**src/rtl/tst_din_pkg.sv**
```systemverilog
// Shared types and constants for the multi-channel AXI4-Stream test-data source.
// The LFSR helpers are only referenced when TST_DIN_LFSR_EN is defined.
package tst_din_pkg;

    typedef enum logic [1:0] {
        IDLE = 2'd0,
        RUN  = 2'd1,
        STOP = 2'd2,
        DONE = 2'd3
    } tst_state_e;

    localparam logic [31:0] LFSR_POLY   = 32'h8020_0003;
    localparam int          CH_FIELD_W  = 8;
    localparam int          ITE_FIELD_W = 8;

    // Right-shifting Galois form: feedback taps are XORed in when bit 0 falls out.
    function automatic logic [31:0] lfsr_step(input logic [31:0] x);
        return x[0] ? ((x >> 1) ^ LFSR_POLY) : (x >> 1);
    endfunction

    // An all-zero state would lock the LFSR, so substitute 1.
    function automatic logic [31:0] lfsr_seed(input logic [31:0] seed, input int unsigned ch);
        logic [31:0] s;
        s = seed ^ 32'(ch);
        return (s == 32'd0) ? 32'd1 : s;
    endfunction

endpackage

```
**src/rtl/tst_din_gen_if.sv**
```systemverilog
// Bundle of NCH parallel AXI4-Stream channels driven by tst_din_gen.
interface tst_din_gen_if #(
    parameter int NCH = 4,
    parameter int DW  = 64
) ();
    logic [NCH*DW-1:0] tdata;
    logic [NCH-1:0]    tvalid;
    logic [NCH-1:0]    tready;
    logic [NCH-1:0]    tlast;

    modport master (output tdata, output tvalid, output tlast, input  tready);
    modport slave  (input  tdata, input  tvalid, input  tlast, output tready);
endinterface

```
**src/rtl/tst_din_chan.sv**
```systemverilog
// One output channel: sample counter, valid/last generation, data pattern, frame-done flag.
// TST_DIN_LFSR_EN selects LFSR data instead of the ramp pattern.
module tst_din_chan
    import tst_din_pkg::*;
#(
    parameter int DW        = 64,
    parameter int FRAME_LEN = 1024,
    parameter int CH        = 0
`ifdef TST_DIN_LFSR_EN
    ,
    parameter logic [31:0] SEED = 32'hACE1_2024
`endif
) (
    input  logic                   clk,
    input  logic                   rst,
    input  logic                   clear,
    input  logic                   launch,
    input  logic                   frame_release,
`ifndef TST_DIN_LFSR_EN
    input  logic [ITE_FIELD_W-1:0] ite_lsb,
`endif
    input  logic                   tready,
    output logic                   tvalid,
    output logic                   tlast,
    output logic [DW-1:0]          tdata,
    output logic                   frame_done
);

    localparam int              IDXW     = $clog2(FRAME_LEN);
    localparam logic [IDXW-1:0] LAST_IDX = IDXW'(FRAME_LEN - 1);

    logic            active_reg;
    logic            done_reg;
    logic [IDXW-1:0] idx_reg;
    logic            handshake;
    logic            at_last;

    assign handshake = active_reg & tready;
    assign at_last   = (idx_reg == LAST_IDX);

    always_ff @(posedge clk or posedge rst) begin
        if (rst) begin
            active_reg <= 1'b0;
            done_reg   <= 1'b0;
            idx_reg    <= '0;
        end else if (clear) begin
            active_reg <= 1'b0;
            done_reg   <= 1'b0;
            idx_reg    <= '0;
        end else if (launch) begin
            active_reg <= 1'b1;
            done_reg   <= 1'b0;
            idx_reg    <= '0;
        end else begin
            if (frame_release) begin
                done_reg <= 1'b0;
            end
            // After the last beat the channel parks until the whole group finishes.
            if (handshake) begin
                if (at_last) begin
                    active_reg <= 1'b0;
                    done_reg   <= 1'b1;
                    idx_reg    <= '0;
                end else begin
                    idx_reg <= idx_reg + 1'b1;
                end
            end
        end
    end

    assign tvalid     = active_reg;
    assign tlast      = active_reg & at_last;
    assign frame_done = done_reg;

`ifdef TST_DIN_LFSR_EN
    localparam logic [31:0] CH_SEED = lfsr_seed(SEED, CH);

    logic [31:0] lfsr_reg;

    always_ff @(posedge clk or posedge rst) begin
        if (rst) begin
            lfsr_reg <= CH_SEED;
        end else if (clear) begin
            lfsr_reg <= CH_SEED;
        end else if (handshake) begin
            lfsr_reg <= lfsr_step(lfsr_reg);
        end
    end

    assign tdata = active_reg ? {(DW/32){lfsr_reg}} : '0;
`else
    localparam int PAD_W = DW - CH_FIELD_W - ITE_FIELD_W;

    assign tdata = active_reg ? {CH_FIELD_W'(CH), ite_lsb, PAD_W'(idx_reg)} : '0;
`endif

endmodule

```
**src/rtl/tst_din_gen.sv**
```systemverilog
// Multi-channel AXI4-Stream test-data source: run FSM, start edge detect, frame lockstep, iteration count.
// Define TST_DIN_LFSR_EN for per-channel LFSR data; the default build emits a ramp pattern.
module tst_din_gen
    import tst_din_pkg::*;
#(
    parameter int          NCH       = 4,
    parameter int          DW        = 64,
    parameter int          FRAME_LEN = 1024,
    parameter logic [31:0] SEED      = 32'hACE1_2024
) (
    input  logic           clk_aie,
    input  logic           rst_aie,
    input  logic           test_en_aie,
    input  logic [31:0]    num_ite_aie,
    tst_din_gen_if.master  m_axis,
    output logic [31:0]    itecnt_aie,
    output logic           busy_aie,
    output logic           done_aie
);

    tst_state_e  state_reg;
    logic        test_en_d_reg;
    logic [31:0] itecnt_reg;
    logic        busy_reg;
    logic        done_reg;

    logic [NCH-1:0]    chan_valid;
    logic [NCH-1:0]    chan_last;
    logic [NCH-1:0]    chan_done;
    logic [DW-1:0]     chan_data [NCH];
    logic [NCH*DW-1:0] tdata_all;

    logic        all_done;
    logic        none_active;
    logic        start;
    logic        hit;
    logic        launch;
    logic [31:0] itecnt_inc;

    always_comb begin
        all_done    = &chan_done;
        none_active = ~|chan_valid;
        itecnt_inc  = (itecnt_reg == 32'hFFFF_FFFF) ? itecnt_reg : itecnt_reg + 32'd1;
        hit         = (num_ite_aie != 32'd0) && (itecnt_inc == num_ite_aie);
        // The start edge is only honoured from IDLE.
        start       = (state_reg == IDLE) && test_en_aie && !test_en_d_reg;
        // First frame after entry, or the next frame right at a boundary if the run continues.
        launch      = (state_reg == RUN) && test_en_aie &&
                      ((none_active && !(|chan_done)) || (all_done && !hit));
    end

    always_ff @(posedge clk_aie or posedge rst_aie) begin
        if (rst_aie) begin
            state_reg     <= IDLE;
            test_en_d_reg <= 1'b1;
            itecnt_reg    <= '0;
            busy_reg      <= 1'b0;
            done_reg      <= 1'b0;
        end else begin
            test_en_d_reg <= test_en_aie;
            case (state_reg)
                IDLE: begin
                    if (start) begin
                        state_reg  <= RUN;
                        itecnt_reg <= '0;
                        busy_reg   <= 1'b1;
                    end
                end
                RUN: begin
                    if (all_done) begin
                        itecnt_reg <= itecnt_inc;
                        if (hit) begin
                            state_reg <= DONE;
                            busy_reg  <= 1'b0;
                            done_reg  <= 1'b1;
                        end else if (!test_en_aie) begin
                            state_reg <= STOP;
                        end
                    end else if (!test_en_aie) begin
                        state_reg <= STOP;
                    end
                end
                STOP: begin
                    if (none_active) begin
                        if (all_done) begin
                            itecnt_reg <= itecnt_inc;
                        end
                        state_reg <= IDLE;
                        busy_reg  <= 1'b0;
                    end
                end
                DONE: begin
                    if (!test_en_aie) begin
                        state_reg <= IDLE;
                        done_reg  <= 1'b0;
                    end
                end
                default: begin
                    state_reg <= IDLE;
                    busy_reg  <= 1'b0;
                    done_reg  <= 1'b0;
                end
            endcase
        end
    end

    for (genvar gi = 0; gi < NCH; gi++) begin : g_chan
        tst_din_chan #(
            .DW        (DW),
            .FRAME_LEN (FRAME_LEN),
            .CH        (gi)
`ifdef TST_DIN_LFSR_EN
            ,
            .SEED      (SEED)
`endif
        ) u_chan (
            .clk           (clk_aie),
            .rst           (rst_aie),
            .clear         (start),
            .launch        (launch),
            .frame_release (all_done),
`ifndef TST_DIN_LFSR_EN
            .ite_lsb       (itecnt_reg[ITE_FIELD_W-1:0]),
`endif
            .tready        (m_axis.tready[gi]),
            .tvalid        (chan_valid[gi]),
            .tlast         (chan_last[gi]),
            .tdata         (chan_data[gi]),
            .frame_done    (chan_done[gi])
        );
    end

    always_comb begin
        tdata_all = '0;
        for (int c = 0; c < NCH; c++) begin
            tdata_all[c*DW +: DW] = chan_data[c];
        end
    end

    assign m_axis.tdata  = tdata_all;
    assign m_axis.tvalid = chan_valid;
    assign m_axis.tlast  = chan_last;
    assign itecnt_aie    = itecnt_reg;
    assign busy_aie      = busy_reg;
    assign done_aie      = done_reg;

endmodule
```
**src/flat_wrapper.sv**
```systemverilog
// flat-port wrapper written by rule: the top's interface ports become plain ports
module tst_din_gen_flat import tst_din_pkg::*;
#(
    parameter int          NCH       = 4,
    parameter int          DW        = 64,
    parameter int          FRAME_LEN = 1024,
    parameter logic [31:0] SEED      = 32'hACE1_2024
)
  (clk_aie, rst_aie, test_en_aie, num_ite_aie, itecnt_aie, busy_aie, done_aie, m_axis_tdata, m_axis_tvalid, m_axis_tlast, m_axis_tready);
  tst_din_gen_if #(.NCH(NCH), .DW(DW)) m_axis_i ();
  input  logic clk_aie;
  input  logic rst_aie;
  input  logic test_en_aie;
  input  logic [31:0] num_ite_aie;
  output logic [31:0] itecnt_aie;
  output logic busy_aie;
  output logic done_aie;
  output wire logic [$bits(m_axis_i.tdata)-1:0] m_axis_tdata;
  output wire logic [$bits(m_axis_i.tvalid)-1:0] m_axis_tvalid;
  output wire logic [$bits(m_axis_i.tlast)-1:0] m_axis_tlast;
  input wire logic [$bits(m_axis_i.tready)-1:0] m_axis_tready;
  assign m_axis_tdata = m_axis_i.tdata;
  assign m_axis_tvalid = m_axis_i.tvalid;
  assign m_axis_tlast = m_axis_i.tlast;
  assign m_axis_i.tready = m_axis_tready;
  tst_din_gen #(.NCH(NCH), .DW(DW), .FRAME_LEN(FRAME_LEN), .SEED(SEED)) u_core (.clk_aie(clk_aie), .rst_aie(rst_aie), .test_en_aie(test_en_aie), .num_ite_aie(num_ite_aie), .m_axis(m_axis_i), .itecnt_aie(itecnt_aie), .busy_aie(busy_aie), .done_aie(done_aie));
endmodule
```
**config.mk**
```make
export PLATFORM = sky130hd
export DESIGN_NAME = tst_din_gen_flat
export DESIGN_NICKNAME = d
export VERILOG_FILES = /design/src/rtl/tst_din_pkg.sv /design/src/rtl/tst_din_gen_if.sv /design/src/rtl/tst_din_chan.sv /design/src/rtl/tst_din_gen.sv /design/src/flat_wrapper.sv
export SDC_FILE = /design/constraint.sdc
export NUM_CORES = 1
export LEC_CHECK = 0
export CORE_AREA = 2 2 132 134
export CTS_CLUSTER_DIAMETER = 80
export DETAILED_ROUTE_END_ITERATION = 10
export DIE_AREA = 0 0 134 136
export GPL_TIMING_DRIVEN = 1
export HOLD_SLACK_MARGIN = 0.06
export PLACE_DENSITY = 0.95
export SYNTH_ARGS = -nofsm -noshare
export SYNTH_HDL_FRONTEND = slang
export SYNTH_SLANG_ARGS = --single-unit
```
**constraint.sdc**
```tcl
create_clock -name clk_aie -period 6.9 [get_ports clk_aie]
set_clock_uncertainty 0.1 [all_clocks]
set_input_delay 1.38 -clock clk_aie [delete_from_list [all_inputs] [get_ports clk_aie]]
set_output_delay 1.38 -clock clk_aie [all_outputs]
set_load 0.03 [all_outputs]
```
# Word level (Yosys, flattened, before mapping)
# Cells that the tools add are included.
# word_totals
regBits	85
in_bits	39
out_inout_bits	298
word_cells	156
# op_classes
n_addsub	5
eq_ne	14
mux	77
bitwise	8
n_reduce_logical	35
# op_table
operator	count
10-bit two-way mux	16
32-bit two-way mux	4
58-bit two-way mux	2
32-bit case mux with 3 select lines	1
57-bit two-way mux	1
56-bit two-way mux	1
1-bit two-way mux	43
10-bit by 1-bit adder with 10-bit output (second input constant)	4
10-bit == test (second input constant)	4
32-bit by 1-bit adder with 32-bit output (second input constant)	1
32-bit == test	1
32-bit == test (second input constant)	1
32-bit nonzero test	1
3-bit nonzero test	9
2-bit two-way mux	6
1-bit AND	8
2-bit case mux with 4 select lines	1
2-bit AND reduction	4
4-bit AND reduction	2
4-bit OR reduction	2
1-bit logical AND	7
2-bit != test (second input constant)	3
3-bit AND reduction	2
5-bit AND reduction	1
9 further kinds	14

# Depth between registers and ports, before layout
# logic_depth
word_depth	10
depth_mapped	14
depth_no_buf	10

# Cells and area by module
# A second synthesis with hierarchy kept.
# hier_totals
cells_unflattened	988
area_unflattened_um2	8227.9
# by_module_without_submodules
mod	instances	cells_per_inst	area_each_um2	seq_area_each_um2
tst_din_chan	4	132	1133.6	300.3
tst_din_gen	1	460	3693.5	927.1

# Least setup slack after synthesis
# OpenSTA, ideal clock, no wires.
# synth_timing
path_type	input to register
startpoint	input port num_ite_aie[15]
endpoint	register u_core.g_chan[3].u_chan.idx_reg[9]
setup_ps	96
arrival_time_ps	3743
t_required_ps	6704
slack_ps	2962
path_stages	11
path_buffers	2
cell_sequence	xnor2_1 -> nor2_1 -> a221o_1 -> a2111oi_0 -> nand2_1 -> a2111o_1 -> or4_1 -> a21o_1 -> buf_6 -> buf_6 -> a311oi_2
# synth_between
elab_chain_cells	8
elab_cells_between_ends	10
cone_classes	eq/ne: 1; mux: 2; reduce/logical: 7
# synth_rtl
element	line	source
start: declaration	flat_wrapper.sv:14	input logic [31:0] num_ite_aie;
32-bit == test or 32-bit nonzero test (tied branches)	tst_din_gen.sv:44	hit = (num_ite_aie != 32'd0) && (itecnt_inc == num_ite_aie);
1-bit logical AND *	tst_din_gen.sv:44	
1-bit logical NOT *	tst_din_gen.sv:49	((none_active && !(|chan_done)) || (all_done && !hit));
1-bit logical AND *	tst_din_gen.sv:49	
1-bit logical OR *	tst_din_gen.sv:49	
1-bit logical AND *	tst_din_gen.sv:48	launch = (state_reg == RUN) && test_en_aie &&
10-bit two-way mux	tst_din_chan.sv:50	end else if (launch) begin
10-bit two-way mux	tst_din_chan.sv:46	end else if (clear) begin
end signal: assignment	tst_din_chan.sv:65	idx_reg <= idx_reg + 1'b1;
end: declaration	tst_din_chan.sv:34	logic [IDXW-1:0] idx_reg;
# Every way passes the cells marked *; elsewhere a longest branch is shown, timed or not.
# A chain may end at the register's enable or synchronous reset.

# Worst setup path after layout
# layout_timing
startpoint	register u_core.itecnt_reg[1], in the netlist u_core.itecnt_aie[1]
endpoint	register u_core.g_chan[3].u_chan.idx_reg[7]
# layout_between
elab_chain_cells	10
elab_cells_between_ends	12
cone_classes	add/sub: 1; eq/ne: 2; mux: 3; reduce/logical: 6
# layout_rtl
element	line	source
start: declaration	tst_din_gen.sv:23	logic [31:0] itecnt_reg;
start signal: assignment	tst_din_gen.sv:71	itecnt_reg <= itecnt_inc;
start signal: assignment	tst_din_gen.sv:86	itecnt_reg <= itecnt_inc;
32-bit by 1-bit adder with 32-bit output or 32-bit == test (tied branches)	tst_din_gen.sv:43	itecnt_inc = (itecnt_reg == 32'hFFFF_FFFF) ? itecnt_reg : itecnt_reg + 32'd1;
32-bit two-way mux *	tst_din_gen.sv:43	
32-bit == test *	tst_din_gen.sv:44	
1-bit logical AND *	tst_din_gen.sv:44	
1-bit logical NOT *	tst_din_gen.sv:49	
1-bit logical AND *	tst_din_gen.sv:49	
1-bit logical OR *	tst_din_gen.sv:49	
1-bit logical AND *	tst_din_gen.sv:48	
10-bit two-way mux	tst_din_chan.sv:50	
10-bit two-way mux	tst_din_chan.sv:46	
# Marks and branches as above.

==> flow_metrics.tcl <==
set metrics [dict create \
    swShare_pct 45.3 \
    min_period_ps 4860 \
    yosys.cell_types.count 66 \
    dieWidth_um 134 \
    grt_start_max_net_pins 63 \
    cts-resized-gates 0 \
    ys_warn_count 0 \
    setup_slack_ps 2040 \
    cts_buffer_depth 2 \
    peakVddDrop_uv 173 \
    clkTransAtPathRegs_ps 60 \
    crit_type "flop to flop" \
    ys_async_sr_fraction_pct 100 \
    pre_cts_ws_ps 2030 \
    pwr-share-clk_pct 26.1 \
    synth_area_um2 7980 \
    finalSetupTns_ps 0 \
    slowest_stage "a211oi_1" \
    place_hpwl_um 16400 \
    yosysMostFrequentCell "buf_4" \
    critPathMaxStageDelay_ps 610 \
    drt_wl_total_um 22100 \
    syn_area_per_cell_um2 7.86 \
    detail_route.iter0.violations 699 \
    grt_use_met1_pct 29.9 \
    reg2reg_depth 11 \
    met2_usage_pct 39.8 \
    powerDensity_nw_per_um2 237 \
    post_cts_buffers 0 \
    syn_inst 1016 \
    yosysTopAreaCell "dfrtp_1" \
    overflow 0 \
    first_global_vias 6478 \
    synth_ff_type "dfrtp_1" \
    layout.nets 1173 \
    worst_pin_slew_ps 872 \
    worst_ep_arrival_time_ps 5000 \
    cts_num_sinks 85 \
    synth_edf_count 0 \
    rsz0062_at_grt "false" \
    ant_nets 0 \
    use_met3_pct 3.80 \
    coreArea_um2 16900 \
    drive_above_1_share_pct 3.45 \
    ys_seq_elements 85 \
    worst-endpoint-required_ps 7040 \
    drv_cap 0 \
    synth.area.top_cells "dfrtp_1 26%, buf_4 18%, and2_1 7.1%" \
    grt_antenna_before_repair 0 \
    hold_path_depth 2 \
    hp-class "flop to flop" \
    wl_per_cell_um 16.3 \
    path_cells "ha_1 -> nand4_2 -> or3_1 -> a211oi_1 -> mux2i_1 -> o211ai_1 -> a2111o_1 -> or4_1 -> a21o_1 -> buf_4 -> a311oi_1" \
    via_per_inst 5.44 \
    numCtsBuffers 9 \
    clk_latency_ps 350 \
    intPower_w 0.00119 \
    whs_ps 426 \
    grt_pass1_wl_um 34200 \
    largest_register_ff_count 40 \
    power_leakage_nw 3.91 \
    htree_levels 3 \
    die-area_um2 18200 \
    relSlewSlack_pct 41.3 \
    fin_crit_sh_pct 70.4 \
    start_util_pct 47.3 \
    sequentialPowerShare_pct 30.1 \
    path_depth 11 \
    pwr-share-comb_pct 43.8 \
    rows 48 \
    post-route-drc-count 0 \
    firstDrtPassIters 5 \
    ios 337 \
    setup_viol 0 \
    p_sw_w 0.000986 \
    outcome "complete, no violations" \
    crit_path_start_kind "flop" \
    finalHoldViolCount 0 \
    track_usage_pct 23.6 \
    report.final.slew_viol_count 0 \
    path_max_fanout 44 \
    cts-hold-fix-buffers 0 \
    fmax_mhz 206 \
    busiest_layer "met2" \
    num_vias 7366 \
    synthToLayoutAreaGrowth_pct 15.3 \
    critPathTopFamily "compound AO/OA/AOI/OAI gates" \
    endpoint_kind "flop" \
    globalplace.congestion 1.01 \
    critPathBufInv 1 \
    synth_top_cells_by_count "192 x buf_4, 91 x and2_1, 87 x nand2_1" \
    yosysSeqAreaShare_pct 26.7 \
    portBuffers 156 \
    cts_tree "done" \
    die-height_um 136 \
    antennaDiodeCount 0 \
    synth_top_area_share_pct 26.3 \
    cts-root-buf "clkbuf_16" \
]
==> power groups by stage <==
stage	Combinational (W)	Sequential, W	Clock, W
2_1_floorplan	0.000800	0.000620	0
3_3_place_gp	0.000914	0.000661	0
3_5_place_dp	0.000933	0.000667	0
4_1_cts	0.000938	0.000658	0.000575
5_1_grt	0.00104	0.000671	0.000591
6_report	0.000955	0.000656	0.000569
==> through the flow <==
| stage | power, W | utilization (%) | cells | area [µm²] |
|---|---|---|---|---|
| CTS | 0.00217 | 54.6 | 1354 | 9210 |
| global route | 0.00231 | 54.6 | 1354 | 9210 |
| floorplan | 0.00142 | - | 1195 | 8660 |
| global placement | 0.00157 | 52.5 | 1338 | 8870 |
| detailed placement | 0.00160 | 52.5 | 1338 | 8870 |
| finish | 0.00218 | 54.6 | 1354 | 9210 |
==> layer usage <==
layer | share of wire, % | up-vias | wire [µm]
li1 | - | 3386 | -
met1 | 39 | 3486 | 8610
met2 | 49 | 439 | 10900
met3 | 8.8 | 55 | 1950
met4 | 3.0 | 0 | 661
met5 | 0 | - | 0
==> layout make-up <==
type / count / area [µm²]
fillers: 1560 / 7670
multi-input cells: 854 / 4810
flip-flops and latches: 85 / 2130
repair buffers: 161 / 1600
well taps: 225 / 282
clock buffers: 12 / 246
clock inverters: 4 / 95.1
inverters: 13 / 50.0
==> cells by family (layout without fill, tap and decap cells) <==
logic type	count (synthesis)	count (layout)	synth area share [%]
AO/OA/AOI/OAI	180	180	15.1
XOR/XNOR	60	60	6.58
adder cells (fa/ha/maj)	10	10	1.57
buffers and inverters	256	190	21.5
flip-flops	85	85	26.7
multiplexers	4	4	0.502
other	1	180	0.0470
AND/OR/NAND/NOR	420	420	28.0
==> worst paths after layout <==
check	startpoint	endpoint	slack, ps
worst max-delay path	u_core.itecnt_aie[1]	u_core.g_chan[3].u_chan.idx_reg[7]	2040
worst min-delay path	u_core.busy_aie	u_core.busy_aie	430
worst max register to register	u_core.itecnt_aie[1]	u_core.g_chan[3].u_chan.idx_reg[7]	2040
worst min register to register	u_core.busy_aie	u_core.busy_aie	430
max in group asynchronous	rst_aie	u_core.itecnt_aie[31]	4290
min in group asynchronous	rst_aie	u_core.g_chan[3].u_chan.idx_reg[3]	1260
==> worst min-delay path, delay by kind of cell, from the launching register on <==
family	cells	cell delay, ps
AND/OR/NAND/NOR	1	60
AO/OA/AOI/OAI	1	70
flip-flops	1	360
==> layout by cell type (no fill, tap or decap), types with 23 or more instances in the layout <==
cell	synthesis	layout
nand2_1	87	87
and2_1	91	91
dfrtp_1	84	84
nor2_1	78	78
clkdlybuf4s50_1	0	156
xnor2_1	35	35
nand4_1	27	27
conb_1	1	180
xor2_1	25	25
o21ai_0	51	51
and3_1	23	23
a21oi_1	30	30
nand3_1	39	39
Power figures use the tool's default switching activity.
